**src/rtl/minimum_pulse_gen_pkg.sv**
```systemverilog
`default_nettype none
// ============================================================================
// Package     : minimum_pulse_pkg
// Description : Shared FSM state type and elaboration helpers for the
//               minimum-high-time pulse generator.
// Revision    : 1.0 - initial release
// ============================================================================
package minimum_pulse_pkg;

    localparam int C_STATE_W = 2;

    typedef enum logic [C_STATE_W-1:0] {
        ST_IDLE = 2'd0,
        ST_HIGH = 2'd1,
        ST_GAP  = 2'd2
    } state_t;

    function automatic int max(input int a, input int b);
        return (a > b) ? a : b;
    endfunction

endpackage
`default_nettype wire

```
**src/rtl/minimum_pulse_gen_req_queue.sv**
```systemverilog
`default_nettype none
// ============================================================================
// Module      : pulse_req_queue
// Description : Saturating pending-request counter. Simultaneous inc/dec
//               cancel out, clr has priority over both.
// Revision    : 1.0 - initial release
// ============================================================================
module pulse_req_queue
    import minimum_pulse_pkg::*;
#(
    parameter int MAX_PENDING = 3
) (
    input  logic i_clk,
    input  logic i_rst_n,
    input  logic i_inc,
    input  logic i_dec,
    input  logic i_clr,
    output logic o_nonzero,
    output logic o_full,
    output logic o_overflow
);

    // A zero-depth queue still needs a 1-bit register; it simply stays at 0.
    localparam int C_PEND_W = max(1, $clog2(MAX_PENDING + 1));
    localparam logic [C_PEND_W-1:0] C_MAX = C_PEND_W'(MAX_PENDING);

    logic [C_PEND_W-1:0] r_pending;
    logic                r_overflow;

    always_ff @(posedge i_clk or negedge i_rst_n) begin
        if (!i_rst_n) begin
            r_pending  <= '0;
            r_overflow <= 1'b0;
        end else begin
            r_overflow <= 1'b0;
            if (i_clr) begin
                r_pending <= '0;
            end else begin
                case ({i_inc, i_dec})
                    2'b10: begin
                        if (r_pending != C_MAX) begin
                            r_pending <= r_pending + 1'b1;
                        end else begin
                            r_overflow <= 1'b1;
                        end
                    end
                    2'b01: begin
                        if (r_pending != '0) begin
                            r_pending <= r_pending - 1'b1;
                        end
                    end
                    default: begin
                        r_pending <= r_pending;
                    end
                endcase
            end
        end
    end

    assign o_nonzero  = (r_pending != '0);
    assign o_full     = (r_pending == C_MAX);
    assign o_overflow = r_overflow;

endmodule
`default_nettype wire

```
**src/rtl/minimum_pulse_gen.sv**
```systemverilog
`default_nettype none
// ============================================================================
// Module      : minimum_pulse_gen
// Description : Generates a HIGH_CYCLES-wide pulse per request followed by at
//               least GAP_CYCLES low, queueing requests that arrive mid-pulse.
// Revision    : 1.0 - initial release
// ============================================================================
module minimum_pulse_gen
    import minimum_pulse_pkg::*;
#(
    parameter int HIGH_CYCLES = 12500000,
    parameter int GAP_CYCLES  = 16,
    parameter int MAX_PENDING = 3
) (
    input  logic i_clk,
    input  logic i_rst_n,
    input  logic i_trig,
    input  logic i_cancel,
    output logic o_out,
    output logic o_busy,
    output logic o_done,
    output logic o_overflow
);

    localparam int C_CNT_W = $clog2(max(HIGH_CYCLES, GAP_CYCLES) + 1);
    localparam logic [C_CNT_W-1:0] C_HIGH = C_CNT_W'(HIGH_CYCLES);
    localparam logic [C_CNT_W-1:0] C_GAP  = C_CNT_W'(GAP_CYCLES);
    localparam logic [C_CNT_W-1:0] C_ONE  = C_CNT_W'(1);

    generate
        if (HIGH_CYCLES < 1) begin : g_bad_high
            $error("minimum_pulse_gen: HIGH_CYCLES must be >= 1");
        end
        if (GAP_CYCLES < 1) begin : g_bad_gap
            $error("minimum_pulse_gen: GAP_CYCLES must be >= 1");
        end
    endgenerate

    state_t             r_state;
    logic [C_CNT_W-1:0] r_cnt;
    logic               r_out;
    logic               r_busy;
    logic               r_done;

    logic w_trig;
    logic w_gap_end;
    logic w_pend_nz;
    logic w_q_inc;
    logic w_q_dec;
    logic w_q_full_unused;
    logic w_q_overflow;

    assign w_trig    = i_trig && !i_cancel;
    assign w_gap_end = (r_state == ST_GAP) && (r_cnt == C_GAP);

    // A request landing on the final gap cycle with nothing queued starts the
    // next pulse directly instead of being enqueued.
    assign w_q_inc = w_trig && (r_state != ST_IDLE) && !(w_gap_end && !w_pend_nz);
    assign w_q_dec = w_gap_end && w_pend_nz && !i_cancel;

    pulse_req_queue #(
        .MAX_PENDING (MAX_PENDING)
    ) u_req_queue (
        .i_clk      (i_clk),
        .i_rst_n    (i_rst_n),
        .i_inc      (w_q_inc),
        .i_dec      (w_q_dec),
        .i_clr      (i_cancel),
        .o_nonzero  (w_pend_nz),
        .o_full     (w_q_full_unused),
        .o_overflow (w_q_overflow)
    );

    always_ff @(posedge i_clk or negedge i_rst_n) begin
        if (!i_rst_n) begin
            r_state <= ST_IDLE;
            r_cnt   <= '0;
            r_out   <= 1'b0;
            r_busy  <= 1'b0;
            r_done  <= 1'b0;
        end else begin
            r_done <= 1'b0;
            case (r_state)
                ST_IDLE: begin
                    if (w_trig) begin
                        r_state <= ST_HIGH;
                        r_cnt   <= C_ONE;
                        r_out   <= 1'b1;
                        r_busy  <= 1'b1;
                    end
                end
                ST_HIGH: begin
                    if (i_cancel) begin
                        // Aborted pulse still honours the minimum low time.
                        r_state <= ST_GAP;
                        r_cnt   <= C_ONE;
                        r_out   <= 1'b0;
                    end else if (r_cnt == C_HIGH) begin
                        r_state <= ST_GAP;
                        r_cnt   <= C_ONE;
                        r_out   <= 1'b0;
                        r_done  <= 1'b1;
                    end else begin
                        r_cnt <= r_cnt + 1'b1;
                    end
                end
                ST_GAP: begin
                    if (r_cnt == C_GAP) begin
                        if (!i_cancel && (w_pend_nz || i_trig)) begin
                            r_state <= ST_HIGH;
                            r_cnt   <= C_ONE;
                            r_out   <= 1'b1;
                        end else begin
                            r_state <= ST_IDLE;
                            r_cnt   <= '0;
                            r_busy  <= 1'b0;
                        end
                    end else begin
                        r_cnt <= r_cnt + 1'b1;
                    end
                end
                default: begin
                    r_state <= ST_IDLE;
                    r_cnt   <= '0;
                    r_out   <= 1'b0;
                    r_busy  <= 1'b0;
                end
            endcase
        end
    end

    assign o_out      = r_out;
    assign o_busy     = r_busy;
    assign o_done     = r_done;
    assign o_overflow = w_q_overflow;

endmodule
`default_nettype wire
```
**config.mk**
```make
export PLATFORM = sky130hd
export DESIGN_NAME = minimum_pulse_gen
export DESIGN_NICKNAME = d
export VERILOG_FILES = /design/src/rtl/minimum_pulse_gen_pkg.sv /design/src/rtl/minimum_pulse_gen_req_queue.sv /design/src/rtl/minimum_pulse_gen.sv
export SDC_FILE = /design/constraint.sdc
export NUM_CORES = 1
export LEC_CHECK = 0
export BUFFER_PORTS_ARGS = -buffer_cell sky130_fd_sc_hd__buf_2
export CORE_MARGIN = 10
export CORE_UTILIZATION = 65
export DETAILED_ROUTE_END_ITERATION = 12
export PLACE_DENSITY = 0.8
export RECOVER_POWER = 50
export SLEW_MARGIN = 10
export SYNTH_ARGS = -nofsm -noshare
export SYNTH_HDL_FRONTEND = slang
export SYNTH_HIERARCHICAL = 1
export SYNTH_SLANG_ARGS = --single-unit
```
**constraint.sdc**
```tcl
create_clock -name i_clk -period 5.23 [get_ports i_clk]
set_input_delay 0.523 -clock i_clk [delete_from_list [all_inputs] [get_ports i_clk]]
set_output_delay 0.523 -clock i_clk [all_outputs]
set_load 0.05 [all_outputs]
```
==> flow_summary.json <==
{
  "setup_viol": 0,
  "timing.slew.headroom_pct": -12.4,
  "yosysWarnings": 6,
  "max_stage_delay_ns": 0.44,
  "num-fill-cells": 215,
  "syn_to_final_growth_pct": 4.65,
  "mostFrequentLayoutCells": "nor2_1, dfrtp_1, nand2_1, inv_1",
  "synth_cell_type_count": 43,
  "grt_max_degree": 33,
  "seqCellArea_um2": 801,
  "multi_input_area_um2": 1040,
  "synth.yosys.seq_area_share_pct": 41.9,
  "start_kind": "register",
  "htreeDepth": 2,
  "peakVddDrop_mv": 0.313,
  "initial_core_util_pct": 68.7,
  "p_leak_nw": 0.811,
  "cts-root-buf": "clkbuf_4",
  "final.setup_skew_ns": 0.0117,
  "cp_max_fo": 6,
  "worstMarginPinSlew_ns": 1.69,
  "layout_commonest_cell": "nor2_1",
  "finalHoldViolations": 0,
  "synth.ff_latch_count": 32,
  "final_area_um2": 2000,
  "diodes": 0,
  "path_cells": "inv_1, ha_1, nor4b_1, nand4_1, or2_1, nor4_1, nand2b_1, mux2_2, o311ai_1",
  "first_iter_violations": 239,
  "netlist_area_um2": 1910,
  "ctsResizeCount": 0,
  "die_area_um2": 5510,
  "place_hpwl_um": 3270,
  "critPathBufInv": 1,
  "status": "finished with violations",
  "synth_cells": 227,
  "cp.required_ns": 5.46,
  "holdBufCountCts": 0,
  "arrival_ns": 3.03,
  "hold_class": "input port to register",
  "cts_buffers": 5,
  "violations": "capacitance limit, slew limit",
  "synthArstFlopShare_pct": 100,
  "gp_congestion": 0.915,
  "power.density_nw_per_um2": 342,
  "final_util_pct": 71.9,
  "maxCapViolations": 1,
  "die_y_um": 74.2,
  "drive_gt1_share_pct": 7.30,
  "synth_fp_nets": 233,
  "dr_total_vias": 1756,
  "antenna_found_initial": 0,
  "coreArea_um2": 2780,
  "die_x_um": 74.2,
  "routed_wl_um": 4500,
  "synthTopCellsByArea": "dfrtp_1, nor2_1, xor2_1",
  "clk_latency_ns": 0.34,
  "grt_overflow_total": 0,
  "total_power_w": 0.000684,
  "synth_top_cell_area_share_pct": 41.9,
  "rows": 19,
  "period_share_pct": 53.5,
  "synth_edf_count": 0,
  "portBuffers": 7,
  "first_global_vias": 1692,
  "critPathSlowestCell": "dfrtp_1",
  "synthFlopType": "dfrtp_1",
  "synth.avg_cell_area_um2": 8.42,
  "finalNetCount": 239,
  "cts_tree": "built",
  "critPathCaptureType": "register",
  "wire_per_inst_um": 17.0,
  "dr.pass1.iters": 6,
  "critical_path_class": "register to register",
  "ioPinCount": 8,
  "fmax_mhz": 358,
  "post_dp_cell_area_um2": 1950,
  "setup_tns_ns": 0,
  "rsz0062_at_grt": "no",
  "drc_errors": 0,
  "path_clk_slew_ns": 0.10,
  "yosys.area.top_type": "dfrtp_1",
  "grtUsageTotal_pct": 17.8,
  "drv_slew": 33,
  "post_cts.repair.setup_buffers": 0,
  "ctsLongestPathBuffers": 2,
  "fin_crit_ns": 2.80,
  "vias_per_cell": 6.65,
  "drtAntennaViolNets": 0,
  "cts_sinks": 32,
  "grt_pass1_wl_um": 7870,
  "crit_family": "simple AND/OR/NAND/NOR gates"
}
## state kept, by name, summed over array words and instances, names as in the netlist
name                    cells
o_done                      1
o_out                       1
u_req_queue/r_pending       2
u_req_queue/o_overflow      1
o_busy                      1
r_state                     2
r_cnt                      24
## area by class of cell
| type | instances | area share (%) |
|---|---|---|
| Clock buffer | 6 | 2.06 |
| Timing Repair Buffer | 7 | 1.56 |
| Clock inverter | 1 | 0.250 |
| Tap cell | 31 | 1.94 |
| Sequential cell | 32 | 40.0 |
| Multi-Input combinational cell | 175 | 51.9 |
| Inverter | 12 | 2.25 |
## metal layers
layer | vias to the layer above | global-route usage [%] | wire length, um
li1 | 820 | - | -
met1 | 805 | 21.6 | 1780
met2 | 108 | 28.5 | 2180
met3 | 23 | 4.92 | 430
met4 | 0 | 8.74 | 111
met5 | - | 0 | 0
## worst reg2reg max path, delay by kind of cell (launching register included)
| family | cells | cell delay, ns |
|---|---|---|
| AOI/OAI and AO/OA | 1 | 0.25 |
| buffers and inverters | 1 | 0.10 |
| DFF | 1 | 0.44 |
| muxes | 1 | 0.28 |
| and+or+nand+nor | 5 | 1.46 |
| adders and majority gates | 1 | 0.16 |
## power breakdown
part	internal, W	switching, W	total [W]
logic	0.0000723	0.000173	0.000246
registers	0.000272	0.0000355	0.000307
clock network	0.0000494	0.0000811	0.000131
## path summary, 6_finish.rpt
check | from | endpoint | slack [ns] | cells past startpoint
setup reg to reg | r_cnt[0]$_DFFE_PN0P_ | u_req_queue/r_pending[0]$_DFFE_PN0P_ | 2.43 | 9
max in group asynchronous | i_rst_n | r_cnt[12]$_DFFE_PN0P_ | 3.64 | 1
hold reg to reg | u_req_queue/r_pending[1]$_DFFE_PN0P_ | u_req_queue/r_pending[1]$_DFFE_PN0P_ | 0.58 | 2
min in group asynchronous | i_rst_n | r_cnt[3]$_DFFE_PN0P_ | 0.61 | 1
setup / recovery | r_cnt[0]$_DFFE_PN0P_ | u_req_queue/r_pending[0]$_DFFE_PN0P_ | 2.43 | 9
hold / removal | i_cancel | u_req_queue/o_overflow$_DFF_PN0_ | 0.49 | 2
## cells by family after synthesis
group,after synthesis,share of synthesized area (%)
and+or+nand+nor,114,30.9
xor gates and xnor gates,11,5.04
DFF,32,41.9
AOI/OAI and AO/OA,47,16.2
muxes,1,0.589
buffers and inverters,20,4.06
adders and majority gates,2,1.31
## cell usage after synthesis (all sizes together), types with 4 or more instances
master  count
clkbuf      6
nand2b      6
nand4      11
o211ai      6
o21ai      16
a21oi       6
o21bai      4
xor2       10
o22ai       4
dfrtp      32
nor2       35
nor3        8
nor4        4
a22oi       4
inv        12
nand2      21
nand3       9
## stage by stage
step	worst slack, ns	hold WS [ns]	cells
after detailed placement	2.16	0.549	257
after global routing	2.20	0.493	264
final	2.43	0.489	264
after floorplan	2.91	0.227	227
after global placement	2.32	0.529	257
after CTS	2.15	0.249	264
Power figures use the tool's default switching activity.
